**config.mk**
```make
export PLATFORM = sky130hd
export DESIGN_NAME = game_control
export DESIGN_NICKNAME = d
export VERILOG_FILES = /design/src/rtl/game_control_pkg.sv /design/src/rtl/game_control_rise_detect.sv /design/src/rtl/game_control.sv
export SDC_FILE = /design/constraint.sdc
export NUM_CORES = 1
export LEC_CHECK = 0
export ABC_AREA = 1
export CAP_MARGIN = 10
export CELL_PAD_IN_SITES_DETAIL_PLACEMENT = 2
export CELL_PAD_IN_SITES_GLOBAL_PLACEMENT = 2
export CORE_UTILIZATION = 27
export DETAILED_ROUTE_END_ITERATION = 16
export PLACE_DENSITY_LB_ADDON = 0.1
export REMOVE_ABC_BUFFERS = 1
export SYNTH_ARGS = -nofsm -noshare
export SYNTH_HDL_FRONTEND = slang
export SYNTH_SLANG_ARGS = --single-unit
```
**constraint.sdc**
```tcl
create_clock -name clk -period 3.13 [get_ports clk]
set_clock_uncertainty 0.2 [all_clocks]
set_input_delay 0.313 -clock clk [delete_from_list [all_inputs] [get_ports clk]]
set_output_delay 0.313 -clock clk [all_outputs]
set_load 0.01 [all_outputs]
```
**src/rtl/game_control_pkg.sv**
```systemverilog
// Shared definitions for the game control FSM: state encodings, move codes
// and the position-select codes understood by the datapath.
package game_control_pkg;

    typedef enum logic [3:0] {
        ST_RESET = 4'd0,
        ST_IDLE  = 4'd1,
        ST_OBS   = 4'd2,
        ST_DRAW  = 4'd3,
        ST_DELAY = 4'd4,
        ST_WAIT  = 4'd5,
        ST_ERASE = 4'd6,
        ST_STEP  = 4'd7,
        ST_CHECK = 4'd8,
        ST_UNDO  = 4'd9,
        ST_WIN   = 4'd10,
        ST_DONE  = 4'd11
    } state_t;

    localparam logic [2:0] MV_UP    = 3'd1;
    localparam logic [2:0] MV_DOWN  = 3'd2;
    localparam logic [2:0] MV_LEFT  = 3'd3;
    localparam logic [2:0] MV_RIGHT = 3'd4;

    localparam logic [1:0] POS_INIT = 2'd0;
    localparam logic [1:0] POS_INC  = 2'd1;
    localparam logic [1:0] POS_DEC  = 2'd2;

    // Codes 1..4 are moves; everything else is ignored.
    function automatic logic is_legal_move(input logic [2:0] code);
        return (code >= MV_UP) && (code <= MV_RIGHT);
    endfunction

endpackage

```
**src/rtl/game_control_rise_detect.sv**
```systemverilog
// One-bit registered rising-edge detector with asynchronous active-low reset.
module rise_detect (
    input  logic clk,
    input  logic resetn,
    input  logic d,
    output logic rise
);

    logic d_q;

    // Remember the previous level of d.
    always_ff @(posedge clk or negedge resetn) begin
        if (!resetn) d_q <= 1'b0;
        else         d_q <= d;
    end

    assign rise = d & ~d_q;

endmodule

```
**src/rtl/game_control.sv**
```systemverilog
// Control FSM upstream of the game datapath: turns start/move inputs into
// datapath enable/select/plot strobes and sequences each move
// (erase, step, collision check, redraw, rate-limit delay).
//
// Move handshake: move_valid is a single-cycle pulse qualifying move_code.
// There is no ready; a pulse is consumed only when the FSM is in WAIT and the
// code is legal, otherwise it is silently dropped (including during DELAY).
module game_control
    import game_control_pkg::*;
#(
    parameter int unsigned OBS_COUNT = 16
) (
    input  logic       clk,
    input  logic       resetn,
    input  logic       start,
    input  logic       move_valid,
    input  logic [2:0] move_code,
    input  logic       timer_done,
    input  logic       obs_black,
    input  logic       did_win,
    output logic       en_move,
    output logic [2:0] s_move,
    output logic       en_timer,
    output logic       s_timer,
    output logic       en_xpos,
    output logic [1:0] s_xpos,
    output logic       en_ypos,
    output logic [1:0] s_ypos,
    output logic       en_key,
    output logic [2:0] s_key,
    output logic       en_win,
    output logic       s_win,
    output logic       en_obs,
    output logic [1:0] s_obs,
    output logic       s_color,
    output logic       plot,
    output logic [7:0] move_count,
    output logic [3:0] state
);

    localparam logic [7:0] OBS_LAST = 8'(OBS_COUNT - 1);

    state_t     state_q, state_d;
    logic [7:0] obs_cnt;
    logic [2:0] mv_q;
    logic       start_rise;
    logic       move_accept;

    rise_detect u_start_rise (
        .clk    (clk),
        .resetn (resetn),
        .d      (start),
        .rise   (start_rise)
    );

    assign move_accept = (state_q == ST_WAIT) && move_valid && is_legal_move(move_code);
    assign state       = state_q;

    // State register.
    always_ff @(posedge clk or negedge resetn) begin
        if (!resetn) state_q <= ST_RESET;
        else         state_q <= state_d;
    end

    // Obstacle counter, latched move and the saturating move counter.
    always_ff @(posedge clk or negedge resetn) begin
        if (!resetn) begin
            obs_cnt    <= 8'd0;
            mv_q       <= 3'd0;
            move_count <= 8'd0;
        end else begin
            case (state_q)
                ST_RESET: begin
                    obs_cnt    <= 8'd0;
                    mv_q       <= 3'd0;
                    move_count <= 8'd0;
                end
                ST_IDLE: obs_cnt <= 8'd0;
                ST_OBS:  obs_cnt <= obs_cnt + 8'd1;
                ST_WAIT: if (move_accept) mv_q <= move_code;
                ST_CHECK: begin
                    if (obs_black && !did_win && move_count != 8'hFF)
                        move_count <= move_count + 8'd1;
                end
                ST_WIN: if (move_count != 8'hFF) move_count <= move_count + 8'd1;
                default: ;
            endcase
        end
    end

    // Next state and Moore output decode (en_move/s_move follow the accepted pulse).
    always_comb begin
        state_d  = state_q;
        en_move  = 1'b0;
        s_move   = 3'd0;
        en_timer = 1'b0;
        s_timer  = 1'b0;
        en_xpos  = 1'b0;
        s_xpos   = POS_INIT;
        en_ypos  = 1'b0;
        s_ypos   = POS_INIT;
        en_key   = 1'b0;
        s_key    = 3'd0;
        en_win   = 1'b0;
        s_win    = 1'b0;
        en_obs   = 1'b0;
        s_obs    = 2'd0;
        s_color  = 1'b0;
        plot     = 1'b0;
        case (state_q)
            ST_RESET: begin
                en_xpos  = 1'b1;
                en_ypos  = 1'b1;
                en_key   = 1'b1;
                en_win   = 1'b1;
                en_timer = 1'b1;
                en_obs   = 1'b1;
                state_d  = ST_IDLE;
            end
            ST_IDLE: if (start_rise) state_d = ST_OBS;
            ST_OBS: begin
                en_obs  = 1'b1;
                s_obs   = 2'd1;
                plot    = 1'b1;
                s_color = 1'b1;
                if (obs_cnt == OBS_LAST) state_d = ST_DRAW;
            end
            ST_WAIT: begin
                if (move_accept) begin
                    en_move = 1'b1;
                    s_move  = move_code;
                    state_d = ST_ERASE;
                end
            end
            ST_ERASE: begin
                plot    = 1'b1;
                state_d = ST_STEP;
            end
            ST_STEP, ST_UNDO: begin
                // UNDO applies the opposite direction on the same axis.
                case (mv_q)
                    MV_UP:    begin en_ypos = 1'b1; s_ypos = (state_q == ST_STEP) ? POS_DEC : POS_INC; end
                    MV_DOWN:  begin en_ypos = 1'b1; s_ypos = (state_q == ST_STEP) ? POS_INC : POS_DEC; end
                    MV_LEFT:  begin en_xpos = 1'b1; s_xpos = (state_q == ST_STEP) ? POS_DEC : POS_INC; end
                    MV_RIGHT: begin en_xpos = 1'b1; s_xpos = (state_q == ST_STEP) ? POS_INC : POS_DEC; end
                    default: ;
                endcase
                state_d = (state_q == ST_STEP) ? ST_CHECK : ST_DRAW;
            end
            ST_CHECK: begin
                if (!obs_black)   state_d = ST_UNDO;
                else if (did_win) state_d = ST_WIN;
                else              state_d = ST_DRAW;
            end
            ST_DRAW: begin
                plot     = 1'b1;
                s_color  = 1'b1;
                en_timer = 1'b1;
                state_d  = ST_DELAY;
            end
            ST_DELAY: begin
                en_timer = 1'b1;
                s_timer  = 1'b1;
                if (timer_done) state_d = ST_WAIT;
            end
            ST_WIN: begin
                en_win  = 1'b1;
                s_win   = 1'b1;
                en_key  = 1'b1;
                s_key   = 3'd1;
                plot    = 1'b1;
                s_color = 1'b1;
                state_d = ST_DONE;
            end
            ST_DONE: if (start_rise) state_d = ST_RESET;
            default: state_d = ST_RESET;
        endcase
    end

endmodule
```
==> results of run 1 <==
-- worst max path at each step --
stage                      endpoint                 start  depth (start not counted)
after global placement    s_move[1]          move_code[1]                          7
after global routing      s_xpos[0]  state[1]$_DFFE_PN0P_                          6
after floorplan           s_move[0]  state[0]$_DFFE_PN0P_                          6
final                     s_xpos[0]  state[0]$_DFFE_PN0P_                          5
after CTS                 s_xpos[0]  state[1]$_DFFE_PN0P_                          6
after detailed placement  s_move[1]          move_code[1]                          7
-- layout make-up --
type | instances | area (µm²) | area share
Timing Repair Buffer | 42 | 418 | 0.191
Sequential cell | 24 | 601 | 0.275
Tap cell | 75 | 93.8 | 0.0430
Clock buffer | 3 | 41.3 | 0.0189
Clock inverter | 1 | 30.0 | 0.0138
Inverter | 36 | 135 | 0.0619
Multi-Input combinational cell | 182 | 865 | 0.396
-- worst reg2reg max path, cell delays in order (launching register included) --
cell     delay (ns)
dfrtp_1        0.44
ha_1           0.23
nand2_1        0.07
inv_1          0.06
nand2_1        0.09
inv_1          0.06
nand2_1        0.06
nand3_1        0.35
nand2_1        0.37
nand2_1        0.09
nand2_1        0.07
-- per-layer routing --
layer / up-vias / wire length [µm] / track usage
li1: 860 / - / -
met1: 865 / 2510 / 0.216
met2: 25 / 2610 / 0.330
met3: 2 / 117 / 0.0193
met4: 0 / 17 / 0.0268
met5: - / 0 / 0
-- power groups by stage --
stage                     Clock, mW  Combinational, mW  Sequential (mW)
after floorplan                   0              0.522            0.456
after CTS                     0.297              0.991            0.458
after detailed placement          0              0.986            0.464
after global placement            0              0.980            0.459
after global routing          0.304               1.09            0.468
final                         0.285              0.966            0.459
-- flip-flops by register name, indices dropped and copies added, names as in the netlist --
name              cells
move_count            8
mv_q                  3
obs_cnt               8
state                 4
u_start_rise.d_q      1
-- logic make-up (layout without fill, tap and decap cells) --
logic type | count (synthesis) | after routing | share of synthesized area
buf+inv | 44 | 82 | 0.117
simple gates | 139 | 139 | 0.365
flops | 24 | 24 | 0.364
xor+xnor | 3 | 3 | 0.0159
other cells | 1 | 3 | 0.00227
compound gates | 35 | 35 | 0.121
fa+ha+maj | 2 | 2 | 0.0152
-- per-stage QoR --
step	area, µm²	hold slack [ns]	worst slack (ns)
3_3_place_gp	2110	0.305	0.681
6_report	2180	0.210	0.413
5_1_grt	2180	0.252	0.254
3_5_place_dp	2110	0.329	0.634
2_1_floorplan	1600	-0.183	1.24
4_1_cts	2180	0.225	0.379
-- layout by cell type (no fill, tap or decap), types with 3 or more instances in the layout --
cell / count
conb_1: 3
or2_2: 3
clkbuf_8: 3
nor2_2: 3
inv_2: 11
a21oi_1: 9
dfrtp_1: 24
o21bai_1: 3
nor3_1: 7
clkdlybuf4s50_1: 41
inv_1: 25
nor2_1: 34
o21ai_0: 6
nand3_1: 22
o21ai_1: 9
nand2_1: 63
o22ai_1: 4
==> qor.yml, run 1 <==
status:
  outcome: "finished clean"
power_and_ir_drop:
  p_total_mw: 1.71
  ir_worst_vdd_mv: 0.286
  clock_power_share: 0.166
  p_per_area_nw_per_um2: 783
  swShare: 0.451
  sequentialPowerShare: 0.268
  p_int_uw: 939
  pwr-share-comb: 0.565
  leakage_nw: 0.998
  p_switching_uw: 771
finish:
  nFillCells: 728
  syn_to_final_growth_pct: 32.3
  fin_cells: 363
  antenna_cells: 0
  drive_gt1_frac: 0.0903
  fin_nets: 301
  fin_util: 0.369
sta:
  setup_viol: 0
  finalMaxSlewViolations: 0
  rsz0062_at_grt: "no"
  post-route-min-period_ns: 2.72
  finalHoldViolCount: 0
  period_share: 0.868
  setup_tns_ns: 0
  fmax_ghz: 0.368
clock_network:
  ctsHoldBuffers: 0
  root_buffer: "clkbuf_8"
  h-tree-depth: 1
  clk_latency_ns: 0.27
  cts_buffer_depth: 2
  path_clk_slew_ns: 0.10
  cts_tree: "yes"
  ctsResizeCount: 0
  numCtsBuffers: 3
  cts_sinks: 24
  post_cts_buffers: 0
worst_setup_path:
  reg2reg_from: "move_count[0]$_DFFE_PN0P_"
  r2r_slack_ns: 0.99
  cp.arrival_ns: 2.20
  r2r_cells: 10
  crit_path_top_delay_cell: "clkdlybuf4s50_1"
  start_kind: "flop"
  required_ns: 2.62
  worstSetupEndpointType: "output pin"
  crit_chain: "nand2_1 > nor2_4 > nor2_1 > a211oi_1 > clkdlybuf4s50_1"
  critPathKind: "reg -> out"
  cpLargestDelayFamily: "simple AND/OR/NAND/NOR gates"
  r2r_end: "move_count[6]$_DFFE_PN0P_"
  worst-path-buf-inv: 1
  crit_fanout: 9
  cpPeakStageDelay_ns: 0.57
die:
  die_h_um: 80.2
  io_pins: 45
  fp-row-count: 28
  die_x_um: 80.2
  start_util: 0.279
  die-area_um2: 6430
  coreArea_um2: 5920
detailed_routing:
  via_per_inst: 4.83
  drc: 0
  drt_iter0_markers: 56
  ant_nets: 0
  wl_per_cell_um: 14.5
  vias: 1752
  dr.pass1.iters: 2
  wirelength_mm: 5.25
synth:
  ys_ff_latch: 24
  synth_top_cell_area_share: 0.364
  yosysTopAreaCell: "dfrtp_1"
  ys_async_sr_fraction: 1.00
  yosysWarnings: 0
  avgSynthCellArea_um2: 6.65
  synthMostInstantiatedCell: "nand2_1"
  syn_area_um2: 1650
  ys_top_cells_by_area: "dfrtp_1 36%, nand2_1 14%, nor2_1 7.7%"
  synth_cell_type_count: 28
  synth_cells: 248
  ys.flop_type: "dfrtp_1"
  yosys-top-cells-count: "63 x nand2_1, 34 x nor2_1, 25 x inv_1"
  synth_edf_count: 0
  ys_seq_area_frac: 0.364
min_path:
  hold_path_class: "in -> async"
global_route:
  gr-total-overflow: 0
  grt_max_degree: 25
  grt_pass1_wl_mm: 8.82
  grt_use_total: 0.175
  first_global_vias: 1874
  antenna_found_initial: 0
placement:
  io_buffers: 41
  place.gp.congestion: 0.751
  place_inst: 359
  dp_hpwl_mm: 4.16
flow_run:
  cap_violations: 0
(Power assumes the default switching activity.)
==> inputs of run 2 (changes only) <==
--- a/config.mk
+++ b/config.mk
@@ -9,6 +9,7 @@
 export CAP_MARGIN = 10
 export CELL_PAD_IN_SITES_DETAIL_PLACEMENT = 2
 export CELL_PAD_IN_SITES_GLOBAL_PLACEMENT = 2
+export CORE_MARGIN = 3
 export CORE_UTILIZATION = 27
 export DETAILED_ROUTE_END_ITERATION = 16
 export PLACE_DENSITY_LB_ADDON = 0.1
==> run 2 against run 1 <==
Utilization rose by 1.3 points; final cell count shrank 0.83%; via count increased by 1.4%; register-to-register slack is essentially flat; global-route usage shrank 1.1 points.
==> qor.yml, run 2 (synthesized netlist as in run 1, its figures left out) <==
detailed_routing:
  vias: 1776  # was 1752
  drt_iter0_markers: 16  # was 56
  wirelength_mm: 5.53  # was 5.25 mm
  dr.pass1.iters: 3  # was 2
  ant_nets: 0  # unchanged
  drc: 0  # unchanged
  via_per_inst: 4.93  # was 4.83
  wl_per_cell_um: 15.4  # was 14.5 µm
worst_setup_path:
  start_kind: "flop"  # unchanged
  r2r_cells: 10  # unchanged
  crit_fanout: 12  # was 9
  crit_chain: "nor2_1 > inv_2 > nor2_1 > inv_2 > nand2_1 > clkdlybuf4s50_1"  # was nand2_1 > nor2_4 > nor2_1 > a211oi_1 > clkdlybuf4s50_1
  reg2reg_from: "move_count[0]$_DFFE_PN0P_"  # unchanged
  r2r_end: "move_count[2]$_DFFE_PN0P_"  # was move_count[6]$_DFFE_PN0P_
  cpPeakStageDelay_ns: 0.56  # was 0.57 ns
  r2r_slack_ns: 0.99  # about the same
  crit_path_top_delay_cell: "clkdlybuf4s50_1"  # unchanged
  required_ns: 2.62  # about the same
  critPathKind: "reg -> out"  # unchanged
  worstSetupEndpointType: "output pin"  # unchanged
  cp.arrival_ns: 2.26  # was 2.20 ns
clock_network:
  clk_latency_ns: 0.27  # about the same
  path_clk_slew_ns: 0.10  # about the same
  h-tree-depth: 1  # unchanged
  cts_tree: "yes"  # unchanged
  cts_buffer_depth: 2  # unchanged
  cts_sinks: 24  # unchanged
  ctsHoldBuffers: 0  # unchanged
  root_buffer: "clkbuf_8"  # unchanged
  numCtsBuffers: 3  # unchanged
  post_cts_buffers: 0  # unchanged
  ctsResizeCount: 0  # unchanged
placement:
  dp_hpwl_mm: 4.44  # was 4.16 mm
  place_inst: 356  # was 359
  io_buffers: 41  # unchanged
  postPlaceCellArea_um2: 2110  # about the same
  place_ws_ns: 0.590  # was 0.634 ns
  place.gp.congestion: 0.778  # was 0.751
sta:
  setup_ws_ns: 0.354  # was 0.413 ns
  setup_viol: 0  # unchanged
  finalMaxSlewViolations: 0  # unchanged
  finalHoldViolCount: 0  # unchanged
  post-route-min-period_ns: 2.78  # was 2.72 ns
  setup_tns_ns: 0  # unchanged
  rsz0062_at_grt: "no"  # unchanged
  whs_ns: 0.206  # was 0.210 ns
  period_share: 0.887  # was 0.868
  fmax_ghz: 0.360  # was 0.368 GHz
global_route:
  grt_pass1_wl_mm: 9.57  # was 8.82 mm
  first_global_vias: 1958  # was 1874
  grt_max_degree: 25  # unchanged
  antenna_found_initial: 0  # unchanged
  gr-total-overflow: 0  # unchanged
  grt_use_total: 0.164  # was 0.175
finish:
  fin_util: 0.382  # was 0.369
  fin_nets: 301  # unchanged
  drive_gt1_frac: 0.0903  # unchanged
  fin_cells: 360  # was 363
  antenna_cells: 0  # unchanged
  final_common_cell: "nand2_1"  # unchanged
  design_area_um2: 2180  # about the same
  layout_common_cells: "63 x nand2_1, 41 x clkdlybuf4s50_1, 34 x nor2_1"  # unchanged
  syn_to_final_growth_pct: 32.1  # was 32.3%
power_and_ir_drop:
  p_per_area_nw_per_um2: 788  # was 783 nW/µm²
  ir_worst_vdd_mv: 0.398  # was 0.286 mV
  leakage_nw: 0.998  # unchanged
  p_total_mw: 1.72  # was 1.71 mW
die:
  start_util: 0.289  # was 0.279
  fp-row-count: 27  # was 28
  die_h_um: 84.2  # was 80.2 µm
  die_x_um: 84.2  # was 80.2 µm
  io_pins: 45  # unchanged
  coreArea_um2: 5710  # was 5920 µm²
  die-area_um2: 7090  # was 6430 µm²
flow_run:
  cap_violations: 0  # unchanged
min_path:
  hold_path_class: "in -> async"  # unchanged
status:
  outcome: "finished clean"  # unchanged
-- run 2: cell counts in the layout (fill, tap and decap cells not counted) --
Identical to the previous run, type by type.
-- run 2: layout make-up --
cell class	count	area, µm²
clock buffers	3	41.3
clock inverters	1	30.0
fillers	704	3530
inverters	36	135
multi-input cells	182	865
flip-flops and latches	24	601
well taps	72	90.1
repair buffers	42	418
-- run 2: where the power goes --
| part | switching (mW) | total (mW) | leakage (nW) | internal [mW] |
|---|---|---|---|---|
| Clock | 0.113 | 0.284 | 0.0357 | 0.171 |
| Combinational | 0.581 | 0.979 | 0.638 | 0.398 |
| Sequential | 0.0860 | 0.455 | 0.325 | 0.369 |
-- run 2: worst max-delay path: cells and delay by family, from the launching register on --
kind                   cells  cell delay, ns
DFF                        1            0.45
buffers and inverters      3            0.87
and+or+nand+nor            3            0.68
-- run 2: worst max-delay path by stage --
| stage | depth (start not counted) | start | end |
|---|---|---|---|
| finish | 6 | state[3]$_DFFE_PN0P_ | en_win |
| global route | 6 | state[3]$_DFFE_PN0P_ | en_win |
| CTS | 6 | state[3]$_DFFE_PN0P_ | en_win |
| detailed placement | 7 | move_code[1] | s_move[2] |
| global placement | 7 | move_code[1] | s_move[2] |
| floorplan | 6 | state[0]$_DFFE_PN0P_ | s_move[0] |
-- run 2: metal layers --
layer | GRT usage | wire (µm)
met1 | 0.194 | 2370
met2 | 0.306 | 2880
met3 | 0.0314 | 209
met4 | 0.0336 | 68
met5 | 0 | 0
